<file path="src/rtl/hazard_controller.sv">
// hazard_controller
//   Pipeline sequencing controller for the 5-stage CPU. Resolves the hazards
//   forwarding cannot: load-use stalls, taken-branch flushes and multicycle
//   mul/div occupancy of EX.
//
//   Optional feature: define HAZARD_STALL_COUNTER_EN to build the saturating
//   stall performance counter; otherwise Stall_Cycles is tied to 0.
//
//   state   | meaning
//   --------+--------------------------------------------------------------
//   RUN     | normal flow; detects mul/div start, branch flush, load-use
//   MD_BUSY | mul/div occupying EX; front of pipe frozen, EX/MEM bubbled
//   MD_LAST | mul/div result valid this cycle; pipeline advances
//
// Ports
//   clk, rst                  clock (rising edge), async active-low reset
//   IF_ID_RegisterRs/Rt       source registers of the instruction in ID
//   IF_ID_UsesRt              ID instruction reads rt
//   ID_EX_MemRead/RegisterRt  load in EX and its destination
//   ID_EX_IsMulDiv            mul/div in EX
//   Branch_Taken              branch in EX resolved taken
//   PCWrite, IF_ID_Write, ID_EX_Write          pipeline register enables
//   IF_ID_Flush, ID_EX_Bubble, EX_MEM_Bubble   NOP insertion controls
//   MD_Start, MD_Busy         mul/div start pulse and busy indication
//   Stall_Cycles              count of cycles with PCWrite=0
module hazard_controller #(
  parameter int MD_CYCLES = 32,
  parameter int CNT_W     = 8
) (
  input  logic        clk,
  input  logic        rst,
  input  logic [4:0]  IF_ID_RegisterRs,
  input  logic [4:0]  IF_ID_RegisterRt,
  input  logic        IF_ID_UsesRt,
  input  logic        ID_EX_MemRead,
  input  logic [4:0]  ID_EX_RegisterRt,
  input  logic        ID_EX_IsMulDiv,
  input  logic        Branch_Taken,
  output logic        PCWrite,
  output logic        IF_ID_Write,
  output logic        IF_ID_Flush,
  output logic        ID_EX_Write,
  output logic        ID_EX_Bubble,
  output logic        EX_MEM_Bubble,
  output logic        MD_Start,
  output logic        MD_Busy,
  output logic [31:0] Stall_Cycles
);

  typedef enum logic [1:0] {
    RUN     = 2'd0,
    MD_BUSY = 2'd1,
    MD_LAST = 2'd2
  } state_t;

  state_t           state;
  logic [CNT_W-1:0] cnt;
  logic             lu;

  // $0 is hardwired zero, so a load targeting it never creates a dependency.
  assign lu = ID_EX_MemRead && (ID_EX_RegisterRt != 5'd0) &&
              ((ID_EX_RegisterRt == IF_ID_RegisterRs) ||
               (IF_ID_UsesRt && (ID_EX_RegisterRt == IF_ID_RegisterRt)));

  always_ff @(posedge clk or negedge rst) begin
    if (!rst) begin
      state <= RUN;
      cnt   <= '0;
    end else begin
      case (state)
        RUN: begin
          if (ID_EX_IsMulDiv) begin
            // Start cycle counts as the first of MD_CYCLES; MD_LAST the final.
            if (MD_CYCLES > 2) begin
              state <= MD_BUSY;
              cnt   <= CNT_W'(MD_CYCLES - 2);
            end else begin
              state <= MD_LAST;
            end
          end
        end
        MD_BUSY: begin
          cnt <= cnt - CNT_W'(1);
          if (cnt == CNT_W'(1)) state <= MD_LAST;
        end
        MD_LAST: state <= RUN;
        default: state <= RUN;
      endcase
    end
  end

  always_comb begin
    PCWrite       = 1'b1;
    IF_ID_Write   = 1'b1;
    IF_ID_Flush   = 1'b0;
    ID_EX_Write   = 1'b1;
    ID_EX_Bubble  = 1'b0;
    EX_MEM_Bubble = 1'b0;
    MD_Start      = 1'b0;
    MD_Busy       = 1'b0;
    case (state)
      RUN: begin
        if (ID_EX_IsMulDiv) begin
          MD_Start      = 1'b1;
          PCWrite       = 1'b0;
          IF_ID_Write   = 1'b0;
          ID_EX_Write   = 1'b0;
          EX_MEM_Bubble = 1'b1;
        end else if (Branch_Taken) begin
          // Flush wins over load-use: the dependent instruction is discarded.
          IF_ID_Flush  = 1'b1;
          ID_EX_Bubble = 1'b1;
        end else if (lu) begin
          PCWrite      = 1'b0;
          IF_ID_Write  = 1'b0;
          ID_EX_Bubble = 1'b1;
        end
      end
      MD_BUSY: begin
        PCWrite       = 1'b0;
        IF_ID_Write   = 1'b0;
        ID_EX_Write   = 1'b0;
        EX_MEM_Bubble = 1'b1;
        MD_Busy       = 1'b1;
      end
      default: ;
    endcase
  end

`ifdef HAZARD_STALL_COUNTER_EN
  logic [31:0] stall_cnt;

  always_ff @(posedge clk or negedge rst) begin
    if (!rst) begin
      stall_cnt <= '0;
    end else if (!PCWrite && (stall_cnt != 32'hFFFF_FFFF)) begin
      stall_cnt <= stall_cnt + 32'd1;
    end
  end

  assign Stall_Cycles = stall_cnt;
`else
  assign Stall_Cycles = '0;
`endif

endmodule

</file>
<file path="config.mk">
export PLATFORM = sky130hd
export DESIGN_NAME = hazard_controller
export DESIGN_NICKNAME = d
export VERILOG_FILES = /design/src/rtl/hazard_controller.sv
export SDC_FILE = /design/constraint.sdc
export NUM_CORES = 1
export LEC_CHECK = 0
export ABC_AREA = 1
export CAP_MARGIN = 20
export CORE_ASPECT_RATIO = 1.25
export CORE_UTILIZATION = 38
export DETAILED_ROUTE_END_ITERATION = 12
export PLACE_DENSITY = 0.87
export REMOVE_ABC_BUFFERS = 1
export SETUP_SLACK_MARGIN = 0.15
export SYNTH_ARGS = -nofsm -noshare
export SYNTH_HDL_FRONTEND = slang
export SYNTH_SLANG_ARGS = --single-unit
export TNS_END_PERCENT = 1
</file>
<file path="constraint.sdc">
create_clock -name clk -period 1.7 [get_ports clk]
set_clock_uncertainty 0.2 [all_clocks]
set_input_delay 0.34 -clock clk [delete_from_list [all_inputs] [get_ports clk]]
set_output_delay 0.34 -clock clk [all_outputs]
set_load 0.01 [all_outputs]
</file>
==> results of run 1 <==
==> worst max path at each step <==
| stage | cells after the start | from | end | slack, ns |
|---|---|---|---|---|
| after floorplan | 5 | state[1] | IF_ID_Write | 0.05 |
| after global placement | 9 | ID_EX_RegisterRt[2] | PCWrite | -0.80 |
| after detailed placement | 9 | ID_EX_RegisterRt[2] | PCWrite | -0.83 |
| after CTS | 6 | state[1] | PCWrite | -0.11 |
| after global routing | 6 | state[0] | PCWrite | -0.17 |
| final | 6 | state[0] | ID_EX_Write | -0.09 |
==> sequential cells by signal (all words and copies together) (netlist names) <==
signal,cells
cnt,8
state,2
==> metal layers <==
layer / global-route usage [%] / share of wire, % / vias to the layer above
met5: 0 / 0 / -
met4: 7.56 / 1.8 / 0
met3: 2.80 / 8.7 / 5
met2: 28.0 / 50 / 47
met1: 16.9 / 40 / 411
li1: - / - / 492
==> where the power goes <==
group          internal (W)  switching (W)  leakage, nW
registers          0.000336      0.0000950        0.121
clock network     0.0000819      0.0000805       0.0138
logic              0.000359       0.000456        0.636
total              0.000776       0.000632        0.771
==> critical path, cell delays in order, from the launching register on <==
cell	delay, ns
dfrtp_1	0.39
buf_4	0.14
nor2_2	0.10
nand2_2	0.09
nand2_2	0.09
inv_2	0.04
buf_2	0.13
==> cells by family after synthesis <==
family          count (synthesis)  share of synthesized area [%]
compound gates                 13                           6.67
xor+xnor                        1                          0.849
fa+ha+maj                       2                           2.42
buf+inv                        61                           34.4
flops                          10                           24.2
other cells                     1                          0.363
simple gates                   69                           31.0
==> area by class of cell <==
cell class | instances | area share, %
Inverter | 28 | 8.63
Clock buffer | 3 | 1.81
Timing Repair Buffer | 38 | 21.5
Sequential cell | 10 | 20.1
Multi-Input combinational cell | 117 | 44.7
Tap cell | 33 | 3.31
==> cell usage in the layout (no fill, tap or decap), drive strengths merged <==
master,instances
nand2,38
conb,32
inv,28
buf,23
nor2,19
clkbuf,11
dfrtp,10
o21ai,10
nand3,4
dlygate4sd2,4
nand4,3
clkdlybuf4s50,3
nor3,3
ha,2
xnor2,1
nand3b,1
nor3b,1
a21oi,1
o22ai,1
a22oi,1
==> through the flow <==
stage | setup TNS (ns) | setup slack (ns) | hold slack [ns] | util (%) | total power, W
final | -0.436 | -0.0940 | 0.184 | 49.9 | 0.00141
after global placement | -4.54 | -0.803 | 0.279 | 51.8 | 0.00128
after floorplan | 0 | 0.0510 | -0.156 | - | 0.000919
after global routing | -0.985 | -0.171 | 0.210 | 49.9 | 0.00156
after CTS | -0.584 | -0.112 | 0.199 | 51.3 | 0.00141
after detailed placement | -4.68 | -0.829 | 0.292 | 51.8 | 0.00131
==> timing repair <==
item | CTS | global route
pin swaps | 22 | 14
setup endpoints to repair | 8 | 10
hold buffers | 0 | 0
gates resized for setup | 76 | 18
==> results_dict.tcl, run 1 <==
set metrics [dict create \
    syn_inst 157 \
    clk_latency_ns 0.27 \
    period_share_pct 106 \
    synth-seq-cells 10 \
    cts_made_buffers 3 \
    reg2reg_depth 8 \
    synth-edff-count 0 \
    drv_slew 0 \
    fp.dieArea_um2 2930 \
    synth_top_area_share_pct 24.2 \
    hold_viol 0 \
    max-cap-violations 0 \
    end_kind "primary output" \
    routedWlPerCell_um 8.64 \
    reg2reg_slack_ns 0.18 \
    syn-cell-area_um2 1030 \
    fillers 272 \
    syn_to_final_growth_pct 20.8 \
    r2r-end "cnt[4]" \
    worstReg2RegStart "state[1]" \
    antenna_found_initial 0 \
    instances_no_fill 229 \
    grt_first_pass_wirelength_um 3390 \
    clock_tree.root_cell "clkbuf_4" \
    start_util_pct 41.3 \
    dp_hpwl_um 1640 \
    drt_iter0_markers 16 \
    start_kind "flip-flop" \
    overflow 0 \
    dr_total_vias 955 \
    chipHeight_um 60.3 \
    peakVddDrop_mv 0.972 \
    drcViolationCount 0 \
    multi_input_area_um2 558 \
    drive_gt1_share_pct 25.5 \
    powerDensity_nw_per_um2 1130 \
    rows 20 \
    power.leakage_nw 0.771 \
    grtUsageTotal_pct 15.2 \
    seq_area_frac_synth_pct 24.2 \
    postRouteAntennaNets 0 \
    core_area_um2 2500 \
    setup.worst_path.class "reg2out" \
    cts_buffer_depth 2 \
    hold_path.class "in2async" \
    status "complete, but fails checks" \
    setup_viol 7 \
    grt_max_degree 11 \
    min_period_ns 1.79 \
    setup_ws_ns -0.0940 \
    yosysMostFrequentCell "nand2_1" \
    postPlaceCellArea_um2 1300 \
    synth_top_area_cell "dfrtp_1" \
    cts.sinks 10 \
    synth_ff_type "dfrtp_1" \
    wl_um 1980 \
    ys_types 24 \
    async_flop_share_pct 100 \
    yosysWarnings 0 \
    viasPerCell 4.17 \
    portBuffers 28 \
    cts_tree "built" \
    drt_pass1_iterations 4 \
    timing.fmax_ghz 0.557 \
    nNetsFinal 221 \
    synth_area_leaders "dfrtp_1 (24%), buf_4 (24%), nand2_1 (13%), inv_1 (8.7%), nor2_1 (6.5%)" \
    crit_fanout 3 \
    avgSynthCellArea_um2 6.57 \
    grt_pass1_vias 862 \
    cts.htree.levels 1 \
    rsz0062_at_grt "yes" \
    n_antenna_cell 0 \
    final_area_um2 1250 \
    ys_top_cells_by_count "nand2_1 (36), buf_4 (33), inv_1 (24)" \
    globalplace.congestion 0.864 \
    die-width_um 48.6 \
    io_pins 61 \
    violations "negative setup slack" \
    path_clk_slew_ns 0.06 \
    dp.cells 226 \
    cp.arrival_ns 1.25 \
    post-cts-setup-buffers 0 \
    regArea_um2 250 \
    required_ns 1.16 \
]
Power figures use the tool's default switching activity.
==> run 2, diff against run 1 <==
--- a/config.mk
+++ b/config.mk
@@ -8,9 +8,10 @@
 export ABC_AREA = 1
 export CAP_MARGIN = 20
 export CORE_ASPECT_RATIO = 1.25
-export CORE_UTILIZATION = 38
+export CORE_UTILIZATION = 39
+export CTS_BUF_LIST = sky130_fd_sc_hd__clkbuf_8
 export DETAILED_ROUTE_END_ITERATION = 12
-export PLACE_DENSITY = 0.87
+export PLACE_DENSITY = 0.89
 export REMOVE_ABC_BUFFERS = 1
 export SETUP_SLACK_MARGIN = 0.15
 export SYNTH_ARGS = -nofsm -noshare
==> run 2 against run 1 <==
Compared with the run above: the flow still finishes with violations (negative setup slack); register-to-register slack worse by 0.07 ns; non-clock buffer count is the same; sequential cell count unchanged; die area decreased by 2.5%; via count decreased by 0.31%; total power up 5.9%; first-iteration DRC count grew 25%; sequential power is 0.9% higher; setup slack gained 0.058 ns; critical path type unchanged; critical endpoint unchanged; largest power group unchanged.
==> results_dict.tcl, run 2 (synthesized netlist as in run 1, its figures left out) <==
set metrics [dict create \
    hold_viol 0 \
    violations "negative setup slack" \
    start_kind "flip-flop" \
    wl_um 1910 \
    reg2reg_slack_ns 0.11 \
    crit_end "ID_EX_Write" \
    largest_reg_flops 8 \
    timing.fmax_ghz 0.576 \
    fillers 282 \
    io_pins 61 \
    required_ns 1.16 \
    rsz0062_at_grt "yes" \
    die-width_um 48.0 \
    rows 20 \
    pre_cts_slack_ns -0.821 \
    cts.sinks 10 \
    layout_commonest_cell "nand2_1" \
    antenna_found_initial 0 \
    r2r-end "cnt[4]" \
    final_cell_mix "nand2_1 (35), conb_1 (32), inv_1 (21)" \
    tns_ns -0.121 \
    drv_slew 0 \
    cts.htree.levels 1 \
    dp_hpwl_um 1610 \
    hold_path.class "in2async" \
    setup_ws_ns -0.0355 \
    postPlaceCellArea_um2 1300 \
    drive_gt1_share_pct 26.0 \
    status "complete, but fails checks" \
    cp-startpoint "state[0]" \
    core_area_um2 2480 \
    largest_register "cnt" \
    cp.arrival_ns 1.20 \
    start_util_pct 41.7 \
    globalplace.congestion 0.865 \
    syn_to_final_growth_pct 22.5 \
    routedWlPerCell_um 8.33 \
    drt_iter0_markers 20 \
    reg2reg_depth 9 \
    portBuffers 28 \
    utilization_pct 51.1 \
    postRouteAntennaNets 0 \
    n_antenna_cell 0 \
    peakVddDrop_mv 0.966 \
    period_share_pct 102 \
    setup.worst_path.class "reg2out" \
    end_kind "primary output" \
    power.leakage_nw 0.785 \
    drt_pass1_iterations 4 \
    cts_tree "built" \
    crit_fanout 3 \
    dr_total_vias 952 \
    nNetsFinal 221 \
    chipHeight_um 59.5 \
    drcViolationCount 0 \
    worstReg2RegStart "state[0]" \
    reg_top3 "cnt x8, state x2" \
    grtUsageTotal_pct 14.0 \
    clock_tree.root_cell "clkbuf_8" \
    total_power_w 0.00149 \
    cts_buffer_depth 2 \
    clk_latency_ns 0.23 \
    min_period_ns 1.74 \
    final_area_um2 1260 \
    grt_pass1_vias 806 \
    cts_made_buffers 3 \
    fp.dieArea_um2 2860 \
    grt_first_pass_wirelength_um 2940 \
    max-cap-violations 0 \
    setup_viol 5 \
    powerDensity_nw_per_um2 1180 \
    path_clk_slew_ns 0.04 \
    grt_max_degree 11 \
    overflow 0 \
    viasPerCell 4.16 \
]
## run 2: worst min-delay path by stage
stage,to,depth (start not counted),start
6_report,cnt[1],1,rst
5_1_grt,cnt[6],1,rst
4_1_cts,cnt[1],1,rst
3_5_place_dp,cnt[4],1,cnt[4]
3_3_place_gp,cnt[4],1,cnt[4]
2_1_floorplan,cnt[0],0,rst
## run 2: cell type report
type | count | area (um2) | share of cell area [%]
Timing Repair Buffer | 38 | 267 | 21.1
Inverter | 28 | 108 | 8.51
Sequential cell | 10 | 250 | 19.8
Tap cell | 33 | 41.3 | 3.26
Clock buffer | 3 | 41.3 | 3.26
Multi-Input combinational cell | 117 | 558 | 44.1
## run 2: critical path: stages (launching register included)
cell and delay, ns:
dfrtp_1 0.38, buf_4 0.15, nor2_2 0.10, nand2_2 0.09, nand2_2 0.09, inv_2 0.04
buf_2 0.12
## run 2: report_power, final
group	switching, W	total (W)	internal [W]	leakage [nW]
Clock	0.0000815	0.000236	0.000154	0.0216
Sequential	0.0000970	0.000434	0.000337	0.121
Combinational	0.000458	0.000822	0.000364	0.642
## run 2: timing repair
action	CTS	global route
hold endpoints to repair	0	0
resized for setup	80	18
endpoints found under the setup margin	8	11
hold buffers	0	0
setup buffers	0	0
pin swaps	21	22
## run 2: layer usage
metal	GRT usage [%]	share of wire, %
met4	3.57	0.63
met1	15.1	41
met5	0	0
met2	25.5	48
met3	3.96	11
## run 2: per-stage QoR
step	instances	hold slack [ns]
3_3_place_gp	226	0.276
3_5_place_dp	226	0.299
4_1_cts	229	0.239
5_1_grt	229	0.263
6_report	229	0.224
2_1_floorplan	155	-0.156
==> run 3, diff against run 2 <==
--- a/config.mk
+++ b/config.mk
@@ -6,7 +6,6 @@
 export NUM_CORES = 1
 export LEC_CHECK = 0
 export ABC_AREA = 1
-export CAP_MARGIN = 20
 export CORE_ASPECT_RATIO = 1.25
 export CORE_UTILIZATION = 39
 export CTS_BUF_LIST = sky130_fd_sc_hd__clkbuf_8
==> results of run 3 <==
No change in the layout: final DEF, timing and power equal those of run 2.
